<file path="src/rtl/adc_frame_packer.sv">
// adc_frame_packer
//   Block-averages 2^LOG2_AVG ADC conversions, tags each average with a
//   rolling 4-bit sequence number, buffers the 16-bit frame words in a small
//   FIFO and feeds them to a 2-byte UART through a tx_start/tx_busy handshake.
//
// Ports
//   clk, rst        clock, asynchronous active-high reset
//   adc_eoc         single-cycle end-of-conversion strobe
//   adc_data[11:0]  conversion result, valid with adc_eoc
//   tx_busy         transmitter busy flag
//   tx_start        one-cycle pulse launching a frame
//   tx_data[15:0]   frame word {avg[7:0], seq[3:0], avg[11:8]}, low byte first
//   fifo_count      number of buffered words
//   overflow        sticky: at least one average was dropped
module adc_frame_packer #(
  parameter int LOG2_AVG = 2,
  parameter int FIFO_AW  = 3,
  parameter int BUSY_TMO = 15
) (
  input  logic             clk,
  input  logic             rst,
  input  logic             adc_eoc,
  input  logic [11:0]      adc_data,
  input  logic             tx_busy,
  output logic             tx_start,
  output logic [15:0]      tx_data,
  output logic [FIFO_AW:0] fifo_count,
  output logic             overflow
);

  localparam int ACC_W = 12 + LOG2_AVG;
  // Pass-through still needs a 1-bit counter; it simply never leaves 0.
  localparam int CNT_W = (LOG2_AVG > 0) ? LOG2_AVG : 1;
  localparam int MEM_N = 1 << FIFO_AW;
  localparam int TMO_W = (BUSY_TMO > 1) ? $clog2(BUSY_TMO + 1) : 1;
  localparam logic [FIFO_AW:0] FULL_CNT = (FIFO_AW + 1)'(MEM_N);
  localparam logic [CNT_W-1:0] LAST_CNT = CNT_W'((1 << LOG2_AVG) - 1);
  localparam logic [TMO_W-1:0] TMO_END  = TMO_W'(BUSY_TMO - 1);

  typedef enum logic [1:0] {IDLE, WAIT_BUSY, WAIT_DONE} state_t;

  logic [ACC_W-1:0]   acc, sum;
  logic [CNT_W-1:0]   cnt;
  logic [11:0]        avg;
  logic [3:0]         seq;
  logic [15:0]        word;
  logic               last, push, pop, full, wr_en;
  logic [15:0]        mem [MEM_N];
  logic [FIFO_AW-1:0] wr_ptr, rd_ptr;
  state_t             state;
  logic [TMO_W-1:0]   tmo;

  // ---------------- averager ----------------
  assign sum  = acc + ACC_W'(adc_data);
  assign avg  = 12'(sum >> LOG2_AVG);
  assign last = (cnt == LAST_CNT);
  assign push = adc_eoc & last;
  assign word = {avg[7:0], seq, avg[11:8]};

  always_ff @(posedge clk or posedge rst) begin
    if (rst) begin
      acc <= '0;
      cnt <= '0;
      seq <= '0;
    end else if (adc_eoc) begin
      if (last) begin
        acc <= '0;
        cnt <= '0;
        // seq advances even when the word is dropped so the host sees a gap
        seq <= seq + 4'd1;
      end else begin
        acc <= sum;
        cnt <= cnt + 1'b1;
      end
    end
  end

  // ---------------- FIFO ----------------
  assign full  = (fifo_count == FULL_CNT);
  assign pop   = (state == IDLE) && (fifo_count != '0) && !tx_busy;
  // A pop on the same edge frees the slot, so a full FIFO still accepts it.
  assign wr_en = push && (!full || pop);

  always_ff @(posedge clk) begin
    if (wr_en) mem[wr_ptr] <= word;
  end

  always_ff @(posedge clk or posedge rst) begin
    if (rst) begin
      wr_ptr     <= '0;
      rd_ptr     <= '0;
      fifo_count <= '0;
      overflow   <= 1'b0;
    end else begin
      if (wr_en) wr_ptr <= wr_ptr + 1'b1;
      if (pop)   rd_ptr <= rd_ptr + 1'b1;
      case ({wr_en, pop})
        2'b10:   fifo_count <= fifo_count + 1'b1;
        2'b01:   fifo_count <= fifo_count - 1'b1;
        default: fifo_count <= fifo_count;
      endcase
      if (push && !wr_en) overflow <= 1'b1;
    end
  end

  // ---------------- transmit FSM ----------------
  always_ff @(posedge clk or posedge rst) begin
    if (rst) begin
      state    <= IDLE;
      tx_start <= 1'b0;
      tx_data  <= '0;
      tmo      <= '0;
    end else begin
      tx_start <= 1'b0;
      case (state)
        IDLE: if (pop) begin
          tx_data  <= mem[rd_ptr];
          tx_start <= 1'b1;
          tmo      <= '0;
          state    <= WAIT_BUSY;
        end
        WAIT_BUSY: begin
          if (tx_busy)             state <= WAIT_DONE;
          // A transmitter that never answers must not stall the queue;
          // the frame is treated as sent.
          else if (tmo == TMO_END) state <= IDLE;
          else                     tmo   <= tmo + 1'b1;
        end
        WAIT_DONE: if (!tx_busy) state <= IDLE;
        default: state <= IDLE;
      endcase
    end
  end

endmodule

</file>
<file path="config.mk">
export PLATFORM = sky130hd
export DESIGN_NAME = adc_frame_packer
export DESIGN_NICKNAME = d
export VERILOG_FILES = /design/src/rtl/adc_frame_packer.sv
export SDC_FILE = /design/constraint.sdc
export NUM_CORES = 1
export LEC_CHECK = 0
export BUFFER_PORTS_ARGS = -buffer_cell sky130_fd_sc_hd__buf_2
export CAP_MARGIN = 40
export CORE_MARGIN = 4
export CORE_UTILIZATION = 25
export CTS_BUF_LIST = sky130_fd_sc_hd__clkbuf_4 sky130_fd_sc_hd__clkbuf_8
export DETAILED_ROUTE_END_ITERATION = 16
export PLACE_DENSITY = 0.43
export SETUP_SLACK_MARGIN = 0.4
export SLEW_MARGIN = 20
export SYNTH_ARGS = -nofsm -noshare
export SYNTH_HDL_FRONTEND = slang
export SYNTH_SLANG_ARGS = --single-unit
</file>
<file path="constraint.sdc">
create_clock -name clk -period 4.9 [get_ports clk]
set_input_delay 0.245 -clock clk [delete_from_list [all_inputs] [get_ports clk]]
set_output_delay 0.245 -clock clk [all_outputs]
set_load 0.01 [all_outputs]
</file>
==> parameters.txt, run 1 <==
Parameter                              Value

STA
  Number of max-slew violations in the final report ... 0
  Post-route setup slack ... 2.26 ns
  Final setup vio count ... 0
  Unrepaired setup endpoints after global routing ... no
  Worst rel slew slack ... 46.8%
  Final worst path period share ... 53.8%
  Max Freq ... 379 MHz
  Fin crit period ... 2.64 ns
  Setup TNS after final layout ... 0 ns
  Worst-Margin Slew ... 0.792 ns
  Final setup skew ... 0.0124 ns
  Final hold violations ... 0

Critical path
  Critical setup path kind ... reg -> reg
  Crit path launch type ... flop
  Worst R2R End ... mem[1][0]$_DFFE_PP_
  Top cell family by delay on the critical path ... compound AO/OA/AOI/OAI gates
  Depth of the critical timing path with buffers and inverters included ... 6
  Element type at the critical path end ... flop
  Crit path cell chain ... ha_1, fa_1, a21o_1, a221oi_2, o31ai_1, xor2_1
  Crit path required time ... 5.05 ns
  Biggest fanout along the worst timing path ... 9
  Number of cells on the worst reg-to-reg path ... 6
  Critical Path AT ... 2.79 ns
  Largest stage delay on the critical path ... 0.55 ns
  Worst reg2reg startpoint ... acc[0]$_DFFE_PP0P_
  Timing startpoint of the critical path ... acc[0]$_DFFE_PP0P_
  Master of the slowest instance on the critical path ... sky130_fd_sc_hd__xor2_1
  Setup slack of the most critical reg-to-reg path ... 2.26 ns
  Total buffers and inverters traversed by the critical path ... 0
  Critical Path Sink ... mem[1][0]$_DFFE_PP_

Synthesis
  Most used DFF post-synth ... sky130_fd_sc_hd__edfxtp_1
  EDFF count, synth ... 128
  Number of nets in the synthesized netlist ... 510
  Syn Std Cell Area ... 7760 µm²
  Share of the yosys chip area belonging to registers ... 66.9%
  FF+latch count, synth ... 182
  Number of synthesis warnings ... 0
  Yosys cell types ... 61
  Average cell area after synthesis ... 16.4 µm²
  Fraction of registers with async set or reset after synthesis ... 29.7%
  Number of standard cells after synthesis ... 472

Clock tree
  TritonCTS clock tree ... built
  Number of clock sinks ... 182
  Library cell used as clock root buffer ... sky130_fd_sc_hd__clkbuf_8
  Max Root-Sink Buffers ... 2
  Quantity of gates resized following cts ... 0
  Number of buffers inserted during clock tree synthesis ... 17
  H-tree level count ... 4
  Worst-Skew Late Latency ... 0.45 ns
  Clock-pin slew on the worst setup and hold paths ... 0.09 ns

Global route
  Antenna violations before repair ... 0
  Final global-route overflow total ... 0
  Maximum number of pins on one net before global-route repair ... 55
  Wire length of the first global-routing pass ... 26600 µm
  Via count of the first global-routing pass ... 4427
  GR Util All Layers ... 10.4%

Floorplan
  Floorplan die height ... 184 µm
  IO Count ... 38
  Die area ... 33900 µm²
  Core footprint ... 30600 µm²
  Width of the chip ... 184 µm
  Starting Density ... 25.4%
  Number of placement rows ... 64

Placement
  Post-placement cell count ... 902
  Count of buffers from port buffering ... 37
  HPWL reported at the end of detailed placement ... 11100 µm
  RD Place Congestion ... 0.729
  Post-placement worst setup slack ... 2.17 ns

Detailed routing
  Count of antenna-violating nets left after detailed routing ... 0
  Number of search-and-repair iterations in the first detailed-routing pass ... 6
  Number of vias after detailed routing ... 4148
  Routed length per instance ... 17.8 µm
  Routed wire length ... 16800 µm
  Vias per cell ... 4.41
  DRC violations left ... 0
  1st-iter DRT viols ... 245

Power
  Static Leakage ... 0.00324 µW
  Power density over the cells ... 612 nW/µm²
  Largest vdd supply drop ... 257 µV

Min path
  Origin of the worst min-delay path ... tx_busy
  Hold crit path type ... in -> reg

Run
  Max Cap Viol ... 0

Final layout
  Area of the multi-input gates ... 2440 µm²
  Filler cell count ... 3105
  Count of nets after finishing ... 569
  N_diodes ... 0
  Layout-stage area growth over the synthesis result ... 15.4%
  Number of non-filler instances in the completed layout ... 940
  Fraction of layout cells with a size suffix above 1 ... 26.1%
  Sequential cell area ... 5200 µm²

Run status
  Result of the run ... finished, final reports clean
## how the worst min path moves through the flow
| stage | to | slack, ns | depth (start not counted) |
|---|---|---|---|
| 4_1_cts | fifo_count[2]$_DFFE_PP0P_ | 0.03 | 3 |
| 2_1_floorplan | acc[9]$_DFFE_PP0P_ | 0.34 | 1 |
| 3_5_place_dp | overflow$_DFFE_PP0P_ | 0.46 | 1 |
| 5_1_grt | state[1]$_DFFE_PP0P_ | 0.04 | 2 |
| 3_3_place_gp | overflow$_DFFE_PP0P_ | 0.46 | 1 |
| 6_report | state[1]$_DFFE_PP0P_ | 0.07 | 2 |
## area by class of cell
type / count / share of cell area [%]
multi-input combinational: 262 / 27.2
sequential: 182 / 58.1
tap: 396 / 5.53
clock buffer: 20 / 3.00
inverter: 9 / 0.377
clock inverter: 12 / 1.41
timing repair buffer: 59 / 4.36
## where the power goes
part | switching (µW) | leakage (µW) | internal (µW) | total (µW)
registers | 318 | 0.00180 | 2220 | 2540
clock network | 532 | 0.000205 | 487 | 1020
logic | 1080 | 0.00124 | 842 | 1920
total | 1930 | 0.00324 | 3550 | 5480
## metal layers
layer	track usage, %	wire length (µm)	up-vias
met4	2.13	104	0
met3	2.51	534	6
li1	-	-	1948
met2	16.5	7940	68
met5	0	0	-
met1	14.6	8190	2126
## synth_stat cells (2+ instances only)
master | n | area [µm²]
sky130_fd_sc_hd__edfxtp_1 | 128 | 3840
sky130_fd_sc_hd__nor3_1 | 6 | 30.0
sky130_fd_sc_hd__buf_4 | 2 | 15.0
sky130_fd_sc_hd__fa_1 | 2 | 40.0
sky130_fd_sc_hd__a21oi_1 | 23 | 115
sky130_fd_sc_hd__xnor2_1 | 13 | 114
sky130_fd_sc_hd__buf_6 | 3 | 33.8
sky130_fd_sc_hd__mux2i_1 | 18 | 180
sky130_fd_sc_hd__nand3_1 | 6 | 30.0
sky130_fd_sc_hd__nand2_1 | 21 | 78.8
sky130_fd_sc_hd__o21ai_1 | 3 | 15.0
sky130_fd_sc_hd__o2111ai_1 | 4 | 35.0
sky130_fd_sc_hd__ha_1 | 20 | 250
sky130_fd_sc_hd__o21a_1 | 7 | 52.6
sky130_fd_sc_hd__buf_2 | 5 | 25.0
sky130_fd_sc_hd__o21ai_0 | 5 | 25.0
sky130_fd_sc_hd__dfrtp_1 | 54 | 1350
sky130_fd_sc_hd__mux4_2 | 32 | 721
sky130_fd_sc_hd__a21oi_2 | 2 | 17.5
sky130_fd_sc_hd__a22o_1 | 9 | 78.8
sky130_fd_sc_hd__a21o_1 | 5 | 37.5
sky130_fd_sc_hd__o311ai_1 | 2 | 17.5
sky130_fd_sc_hd__clkbuf_1 | 7 | 26.3
sky130_fd_sc_hd__nand2b_1 | 3 | 18.8
sky130_fd_sc_hd__and3_1 | 2 | 12.5
sky130_fd_sc_hd__xor2_1 | 10 | 87.6
sky130_fd_sc_hd__inv_1 | 8 | 30.0
sky130_fd_sc_hd__or4_1 | 2 | 15.0
sky130_fd_sc_hd__mux2_1 | 2 | 22.5
sky130_fd_sc_hd__nor2_1 | 33 | 124
sky130_fd_sc_hd__nand4_1 | 5 | 31.3
## metrics by stage
step	hold WS (ns)	total power, µW	area (µm²)	util (%)
3_3_place_gp	0.460	4420	8430	27.6
4_1_cts	0.0307	5550	8890	29.1
2_1_floorplan	0.337	3820	7760	-
3_5_place_dp	0.460	4510	8500	27.8
6_report	0.0696	5480	8950	29.3
5_1_grt	0.0351	5880	8950	29.3
## what timing repair did
action	CTS	global route
hold endpoints to repair	0	20
setup buffers	0	0
hold buffers	0	1
## logic make-up after synthesis
group                      share of synthesized area, %
DFF                                                66.9
and+or+nand+nor                                    5.72
AOI/OAI and AO/OA                                  6.92
muxes                                              12.2
buffers and inverters                              1.84
xor gates and xnor gates                           2.60
adders and majority gates                          3.74
## state kept, by name, summed over array words and instances, names as in the netlist
name        cells
fifo_count      4
tx_data        16
overflow        1
seq             4
rd_ptr          3
tmo             4
mem           128
cnt             2
state           2
wr_ptr          3
acc            14
tx_start        1
## cell usage in the layout (no fill, tap or decap), types with 3 or more instances in the layout
cell / instances
sky130_fd_sc_hd__o21ai_1: 3
sky130_fd_sc_hd__xnor2_1: 13
sky130_fd_sc_hd__clkinv_2: 4
sky130_fd_sc_hd__nor3_1: 4
sky130_fd_sc_hd__nand4_1: 5
sky130_fd_sc_hd__o21a_1: 7
sky130_fd_sc_hd__buf_4: 15
sky130_fd_sc_hd__buf_2: 37
sky130_fd_sc_hd__inv_1: 7
sky130_fd_sc_hd__clkbuf_8: 19
sky130_fd_sc_hd__mux4_2: 32
sky130_fd_sc_hd__a21o_1: 5
sky130_fd_sc_hd__nand2_1: 21
sky130_fd_sc_hd__dfrtp_2: 3
sky130_fd_sc_hd__inv_6: 3
sky130_fd_sc_hd__nor3_2: 3
sky130_fd_sc_hd__a21oi_1: 23
sky130_fd_sc_hd__ha_1: 20
sky130_fd_sc_hd__nor2_1: 32
sky130_fd_sc_hd__o21ai_0: 5
sky130_fd_sc_hd__mux2i_1: 18
sky130_fd_sc_hd__nand2b_1: 3
sky130_fd_sc_hd__edfxtp_1: 128
sky130_fd_sc_hd__buf_12: 3
sky130_fd_sc_hd__xor2_1: 10
sky130_fd_sc_hd__clkbuf_4: 4
sky130_fd_sc_hd__nand3_1: 6
sky130_fd_sc_hd__a22o_1: 9
sky130_fd_sc_hd__dfrtp_1: 51
sky130_fd_sc_hd__o2111ai_1: 4
Note: power is estimated with default switching activity, not from simulation.
==> inputs of run 2 (changes only) <==
Settings changed: PLACE_DENSITY 0.43 to 0.45.
Clock period 4.9 ns to 2.22 ns, I/O delays scaled along.
==> parameters.txt, run 2 (synthesis gave the netlist of run 1 again) <==
Parameter                              Value

Run status
  Result of the run ... finished, final reports clean

STA
  Fin crit period ... 2.21 ns (-0.421 ns)
  Final hold violations ... 0 (unchanged)
  Final setup skew ... 0.0167 ns (+0.00421 ns)
  Worst-Margin Slew ... 0.723 ns (-0.0687 ns)
  Number of max-slew violations in the final report ... 0 (unchanged)
  Setup TNS after final layout ... 0 ns (unchanged)
  Final setup vio count ... 0 (unchanged)
  Smallest hold slack ... 0.0976 ns (+0.0281 ns)
  Max Freq ... 452 MHz (+19%)
  Post-route setup slack ... 0.00516 ns (-2.26 ns)
  Worst rel slew slack ... 51.7% (+4.9 points)
  Final worst path period share ... 99.8% (+46 points)
  Unrepaired setup endpoints after global routing ... yes

Detailed routing
  Top routing layer in use ... met4
  1st-iter DRT viols ... 257 (+4.9%)
  Routed length on met1 ... 8480 µm (+3.5%)
  Total met3 wirelength after detailed routing ... 493 µm (-7.7%)
  Routed wire length ... 19000 µm (+13%)
  DRC violations left ... 0 (unchanged)
  Routed length per instance ... 18.3 µm (+2.4%)
  Number of vias after detailed routing ... 4608 (+11%)
  Vias per cell ... 4.44 (+0.50%)
  Count of antenna-violating nets left after detailed routing ... 0 (unchanged)
  Number of search-and-repair iterations in the first detailed-routing pass ... 4 (-2)
  Met2 layer wire length in the routed design ... 9820 µm (+24%)

Clock tree
  Number of clock sinks ... 182 (unchanged)
  TritonCTS clock tree ... built
  Number of buffers inserted during clock tree synthesis ... 17 (unchanged)
  Library cell used as clock root buffer ... sky130_fd_sc_hd__clkbuf_8
  H-tree level count ... 4 (unchanged)
  Worst-Skew Late Latency ... 0.46 ns (about the same)
  Max Root-Sink Buffers ... 2 (unchanged)
  Clock-pin slew on the worst setup and hold paths ... 0.10 ns (about the same)

Critical path
  Critical setup path kind ... reg -> reg
  Element type at the critical path end ... flop
  Crit path launch type ... flop
  Top cell family by delay on the critical path ... compound AO/OA/AOI/OAI gates
  Largest stage delay on the critical path ... 0.40 ns (-0.15 ns)
  Critical Path AT ... 2.57 ns (-0.22 ns)
  Master of the slowest instance on the critical path ... sky130_fd_sc_hd__dfrtp_1
  Total buffers and inverters traversed by the critical path ... 1 (+1)
  Crit path required time ... 2.57 ns (-2.48 ns)
  Biggest fanout along the worst timing path ... 5 (-4)
  Crit path cell chain ... ha_2, fa_2, a21o_1, a221oi_4, buf_4, o21ai_4, xor2_4, a22o_1

Final layout
  Commonest non-fill, non-tap cell in the layout ... sky130_fd_sc_hd__edfxtp_1
  N_diodes ... 0 (unchanged)
  Finished Cell Area ... 10600 µm² (+19%)
  Number of flip-flops under the largest register name ... 128 (unchanged)
  Biggest registers after layout ... mem (128), tx_data (16), acc (14)
  Top library cells by usage in the layout, fill and taps aside ... sky130_fd_sc_hd__edfxtp_1, sky130_fd_sc_hd__buf_4, sky130_fd_sc_hd__dfrtp_1
  Fraction of layout cells with a size suffix above 1 ... 45.1% (+19 points)
  Count of nets after finishing ... 668 (+17%)
  Register bank with the most flops ... mem
  Layout-stage area growth over the synthesis result ... 36.9%

Global route
  GR Util All Layers ... 11.5% (+1.2 points)
  Wire length of the first global-routing pass ... 29100 µm (+9.3%)
  Antenna violations before repair ... 0 (unchanged)
  Via count of the first global-routing pass ... 5005 (+13%)
  Maximum number of pins on one net before global-route repair ... 31 (-44%)
  Final global-route overflow total ... 0 (unchanged)

Placement
  Post-placement worst setup slack ... -0.0145 ns (-2.18 ns)
  Area post-placement ... 9050 µm² (+6.5%)
  HPWL reported at the end of detailed placement ... 11000 µm (-0.60%)
  Count of buffers from port buffering ... 37 (unchanged)
  RD Place Congestion ... 0.765 (+5.0%)

Floorplan
  Die area ... 33900 µm² (unchanged)
  Core footprint ... 30600 µm² (unchanged)
  Floorplan die height ... 184 µm (unchanged)
  Width of the chip ... 184 µm (unchanged)
  IO Count ... 38 (unchanged)
  Number of placement rows ... 64 (unchanged)
  Starting Density ... 25.4% (unchanged)

Run
  Max Cap Viol ... 0 (unchanged)

Min path
  Hold crit path type ... in -> reg

Power
  Static Leakage ... 0.00394 µW (+22%)
  Power density over the cells ... 1360 nW/µm² (+120%)
  Largest vdd supply drop ... 461 µV (+79%)
run 2: changes by cell type in the layout (fill, tap and decap cells not counted), sizes merged, moves of 2 or more:
cell / previous run / this run
buf: 55 / 150
clkbuf: 23 / 17
dlygate4sd3: 1 / 5
inv: 12 / 15
xnor2: 13 / 15
run 2: worst min-delay path, stage by stage:
cell	delay, ns
sky130_fd_sc_hd__buf_2	0.11
sky130_fd_sc_hd__nor2_1	0.07
sky130_fd_sc_hd__o21ai_0	0.10
sky130_fd_sc_hd__a22o_1	0.14
run 2: final timing paths:
kind / slack, ns / cells after the start / from / to
worst min-delay path: 0.1 / 4 / tx_busy / tmo[0]$_DFFE_PP0P_
worst min register to register: 0.50 / 1 / overflow$_DFFE_PP0P_ / overflow$_DFFE_PP0P_
worst max-delay path: 0.005 / 8 / acc[0]$_DFFE_PP0P_ / acc[8]$_DFFE_PP0P_
worst max register to register: 0.005 / 8 / acc[0]$_DFFE_PP0P_ / acc[8]$_DFFE_PP0P_
min in group asynchronous: 0.31 / 3 / rst / seq[0]$_DFFE_PP0P_
max in group asynchronous: 1.26 / 4 / rst / tx_data[15]$_DFFE_PP0P_
run 2: power breakdown:
part | switching (µW) | internal, µW | leakage, µW
Combinational | 3290 | 3440 | 0.00195
Sequential | 560 | 4890 | 0.00180
Clock | 1310 | 941 | 0.000197
Total | 5150 | 9270 | 0.00394
run 2: routing by layer:
layer	vias to the layer above	global-route usage, %
met2	58	20.3
met1	2379	14.6
met3	11	2.33
met4	0	3.02
li1	2160	-
met5	-	0
run 2: area by class of cell:
| type | count | area [µm²] |
|---|---|---|
| Fill cell | 2938 | 20000 |
| Tap cell | 396 | 495 |
| Multi-Input combinational cell | 265 | 3010 |
| Clock inverter | 15 | 168 |
| Sequential cell | 182 | 5200 |
| Clock buffer | 17 | 234 |
| Timing Repair Buffer | 155 | 1490 |
| Inverter | 9 | 33.8 |
run 2: stage by stage:
| step | total power, µW | util (%) | cells |
|---|---|---|---|
| floorplan | 8720 | - | 472 |
| global placement | 10400 | 29.6 | 934 |
| detailed placement | 10600 | 29.6 | 934 |
| CTS | 14000 | 33.6 | 1019 |
| global route | 15300 | 34.7 | 1039 |
| finish | 14400 | 34.7 | 1039 |
run 2: timing repair:
item                       in CTS  in global routing
hold buffers                    5                  0
gates cloned                    7                  1
resized for setup              64                 32
hold endpoints to repair       29                  0
pin swaps                      45                 24
setup buffers                  41                 19
setup endpoints to repair     218                226
==> inputs of run 3 (changes only) <==
Settings changed: CELL_PAD_IN_SITES_DETAIL_PLACEMENT set to 0, CELL_PAD_IN_SITES_GLOBAL_PLACEMENT set to 2, PLACE_DENSITY 0.45 to 0.54.
==> parameters.txt, run 3 (synthesis gave the netlist of run 1 again) <==
Parameter                              Value

Run status
  Result of the run ... finished with violations
  Violated checks ... negative setup slack

STA
  Final hold violations ... 0 (unchanged)
  Worst rel slew slack ... 73.9% (+22 points)
  Unrepaired setup endpoints after global routing ... yes
  Worst-Margin Slew ... 0.380 ns (-0.343 ns)
  Max Freq ... 440 MHz (-2.5%)
  Final setup skew ... 0.0231 ns (+0.00640 ns)
  Fin crit period ... 2.27 ns (+0.0562 ns)
  Post-route setup slack ... -0.0511 ns (-0.0562 ns)
  Number of max-slew violations in the final report ... 0 (unchanged)
  Final setup vio count ... 15 (+15)
  Final worst path period share ... 102% (+2.5 points)

Detailed routing
  Vias per cell ... 4.52 (+1.9%)
  1st-iter DRT viols ... 331 (+29%)
  DRC violations left ... 0 (unchanged)
  Count of antenna-violating nets left after detailed routing ... 0 (unchanged)
  Number of vias after detailed routing ... 4616 (+0.17%)
  Routed length per instance ... 18.4 µm (+1.0%)
  Number of search-and-repair iterations in the first detailed-routing pass ... 4 (unchanged)
  Routed wire length ... 18800 µm (-0.73%)

Final layout
  Register bank with the most flops ... mem
  Fraction of layout cells with a size suffix above 1 ... 43.0% (-2.1 points)
  N_diodes ... 0 (unchanged)
  Number of flip-flops under the largest register name ... 128 (unchanged)
  Sequential cell area ... 5200 µm² (about the same)
  Filler cell count ... 2979 (+1.4%)
  Count of nets after finishing ... 650 (-2.7%)
  Layout-stage area growth over the synthesis result ... 35.2%
  Commonest non-fill, non-tap cell in the layout ... sky130_fd_sc_hd__edfxtp_1
  Biggest registers after layout ... mem (128), tx_data (16), acc (14)
  Area of the multi-input gates ... 3020 µm² (+0.37%)
  Top library cells by usage in the layout, fill and taps aside ... sky130_fd_sc_hd__edfxtp_1, sky130_fd_sc_hd__dfrtp_1, sky130_fd_sc_hd__buf_4

Global route
  Final global-route overflow total ... 0 (unchanged)
  Top Usage Layer GRT ... met2
  Antenna violations before repair ... 0 (unchanged)
  Maximum number of pins on one net before global-route repair ... 55 (+77%)
  GR Util All Layers ... 11.4% (-0.10 points)
  Global routing met2 resource utilization ... 19.8% (-0.48 points)
  Met3 Usage GRT ... 2.39% (+0.059 points)
  Via count of the first global-routing pass ... 4951 (-1.1%)
  Wire length of the first global-routing pass ... 29300 µm (+0.66%)
  GRT met1 Usage ... 14.8% (+0.21 points)

Clock tree
  H-tree level count ... 4 (unchanged)
  TritonCTS clock tree ... built
  Number of buffers inserted during clock tree synthesis ... 17 (unchanged)
  Library cell used as clock root buffer ... sky130_fd_sc_hd__clkbuf_8
  Max Root-Sink Buffers ... 2 (unchanged)
  Worst-Skew Late Latency ... 0.47 ns (about the same)
  Clock-pin slew on the worst setup and hold paths ... 0.12 ns (+0.02 ns)
  Number of clock sinks ... 182 (unchanged)

Floorplan
  IO Count ... 38 (unchanged)
  Width of the chip ... 184 µm (unchanged)
  Die area ... 33900 µm² (unchanged)
  Number of placement rows ... 64 (unchanged)
  Floorplan die height ... 184 µm (unchanged)
  Core footprint ... 30600 µm² (unchanged)
  Starting Density ... 25.4% (unchanged)

Placement
  Count of buffers from port buffering ... 37 (unchanged)
  RD Place Congestion ... 0.769 (+0.43%)
  HPWL reported at the end of detailed placement ... 10800 µm (-1.9%)
  Post-placement worst setup slack ... 0.000105 ns (+0.0146 ns)

Power
  Overall power after layout ... 14400 µW (-0.33%)
  Static Leakage ... 0.00388 µW (-1.6%)
  Switching power ... 5160 µW (+0.13%)
  Power density over the cells ... 1370 nW/µm² (+0.90%)
  Clk network pwr share ... 17.0% (+1.4 points)
  Reg power frac ... 37.5% (-0.3 points)
  Combinational group share of total power ... 45.5% (-1.1 points)
  Largest vdd supply drop ... 454 µV (-1.6%)
  Internal power ... 9220 µW (-0.59%)
  Fraction of power spent switching nets ... 35.9% (+0.17 points)

Critical path
  Crit path cell chain ... ha_4, fa_2, a21o_1, a221oi_4, or2_1, o21a_4, xnor2_4
  Worst R2R End ... mem[7][2]$_DFFE_PP_
  Biggest fanout along the worst timing path ... 8 (+3)
  Worst reg2reg startpoint ... acc[0]$_DFFE_PP0P_
  Number of cells on the worst reg-to-reg path ... 7 (-1)
  Largest stage delay on the critical path ... 0.43 ns (+0.03 ns)
  Critical setup path kind ... reg -> reg
  Master of the slowest instance on the critical path ... sky130_fd_sc_hd__dfrtp_1
  Element type at the critical path end ... flop
  Critical Path AT ... 2.46 ns (-0.11 ns)
  Crit path launch type ... flop
  Crit path required time ... 2.41 ns (-0.16 ns)
  Setup slack of the most critical reg-to-reg path ... -0.05 ns (-0.06 ns)

Run
  Max Cap Viol ... 0 (unchanged)

Min path
  Hold crit path type ... in -> reg
  Cells on Worst Hold Path ... 3 (-1)
  Hold endpoint ... acc[9]$_DFFE_PP0P_
  Origin of the worst min-delay path ... adc_eoc
==> run 3: per-stage QoR <==
| step | hold WS, ns | utilization, % | instance area, µm² | instances | setup TNS, ns |
|---|---|---|---|---|---|
| after floorplan | 0.203 | - | 7960 | 472 | -0.635 |
| after global placement | 0.210 | 29.6 | 9040 | 935 | -0.160 |
| after detailed placement | 0.216 | 29.6 | 9040 | 935 | 0 |
| after CTS | 0.0301 | 33.2 | 10100 | 1005 | -0.0101 |
| after global routing | 0.0423 | 34.3 | 10500 | 1021 | -1.99 |
| final | 0.0609 | 34.3 | 10500 | 1021 | -0.517 |
==> run 3: worst max-delay path, delay by kind of cell (launching register included) <==
kind,cells,cell delay (ns)
AO/OA/AOI/OAI,3,0.73
flip-flops,1,0.43
adder cells (fa/ha/maj),2,0.53
AND/OR/NAND/NOR,1,0.20
XOR/XNOR,1,0.10
==> run 3: what timing repair did <==
item                       4_1_cts  5_1_grt
buffers inserted                29       14
resized for setup               53       36
setup endpoints to repair      245      250
pin swaps                       29       32
gates cloned                     6        2
hold buffers                     3        0
hold endpoints to repair        56        0
==> run 3: final cells by class <==
type	instances	area share, %
Timing Repair Buffer	136	12.5
Multi-Input combinational cell	266	28.8
Clock inverter	15	1.97
Clock buffer	17	2.23
Inverter	9	0.322
Sequential cell	182	49.5
Tap cell	396	4.72
==> run 3: worst max-delay path by stage <==
stage	from	endpoint	slack (ns)	cells after the start
finish	acc[0]$_DFFE_PP0P_	mem[7][2]$_DFFE_PP_	-0.05	7
global route	acc[0]$_DFFE_PP0P_	mem[3][2]$_DFFE_PP_	-0.11	7
CTS	acc[0]$_DFFE_PP0P_	mem[7][2]$_DFFE_PP_	-0.002	7
detailed placement	acc[0]$_DFFE_PP0P_	mem[5][2]$_DFFE_PP_	0.0001	7
global placement	acc[9]$_DFFE_PP0P_	mem[4][2]$_DFFE_PP_	-0.02	7
floorplan	state[0]$_DFFE_PP0P_	mem[0][0]$_DFFE_PP_	-0.02	6
==> run 3: layer usage <==
layer  share of wire [%]  vias to the layer above
li1                    -                     2131
met1                  45                     2412
met2                  52                       60
met3                 2.5                       13
met4                0.98                        0
met5                   0                        -
==> run 3: power groups by stage <==
stage	Sequential, µW	Combinational (µW)	Clock (µW)
after floorplan	5440	3280	0
after global placement	5410	4980	0
after detailed placement	5430	5100	0
after CTS	5360	6000	2530
after global routing	5480	7160	2680
final	5380	6540	2450
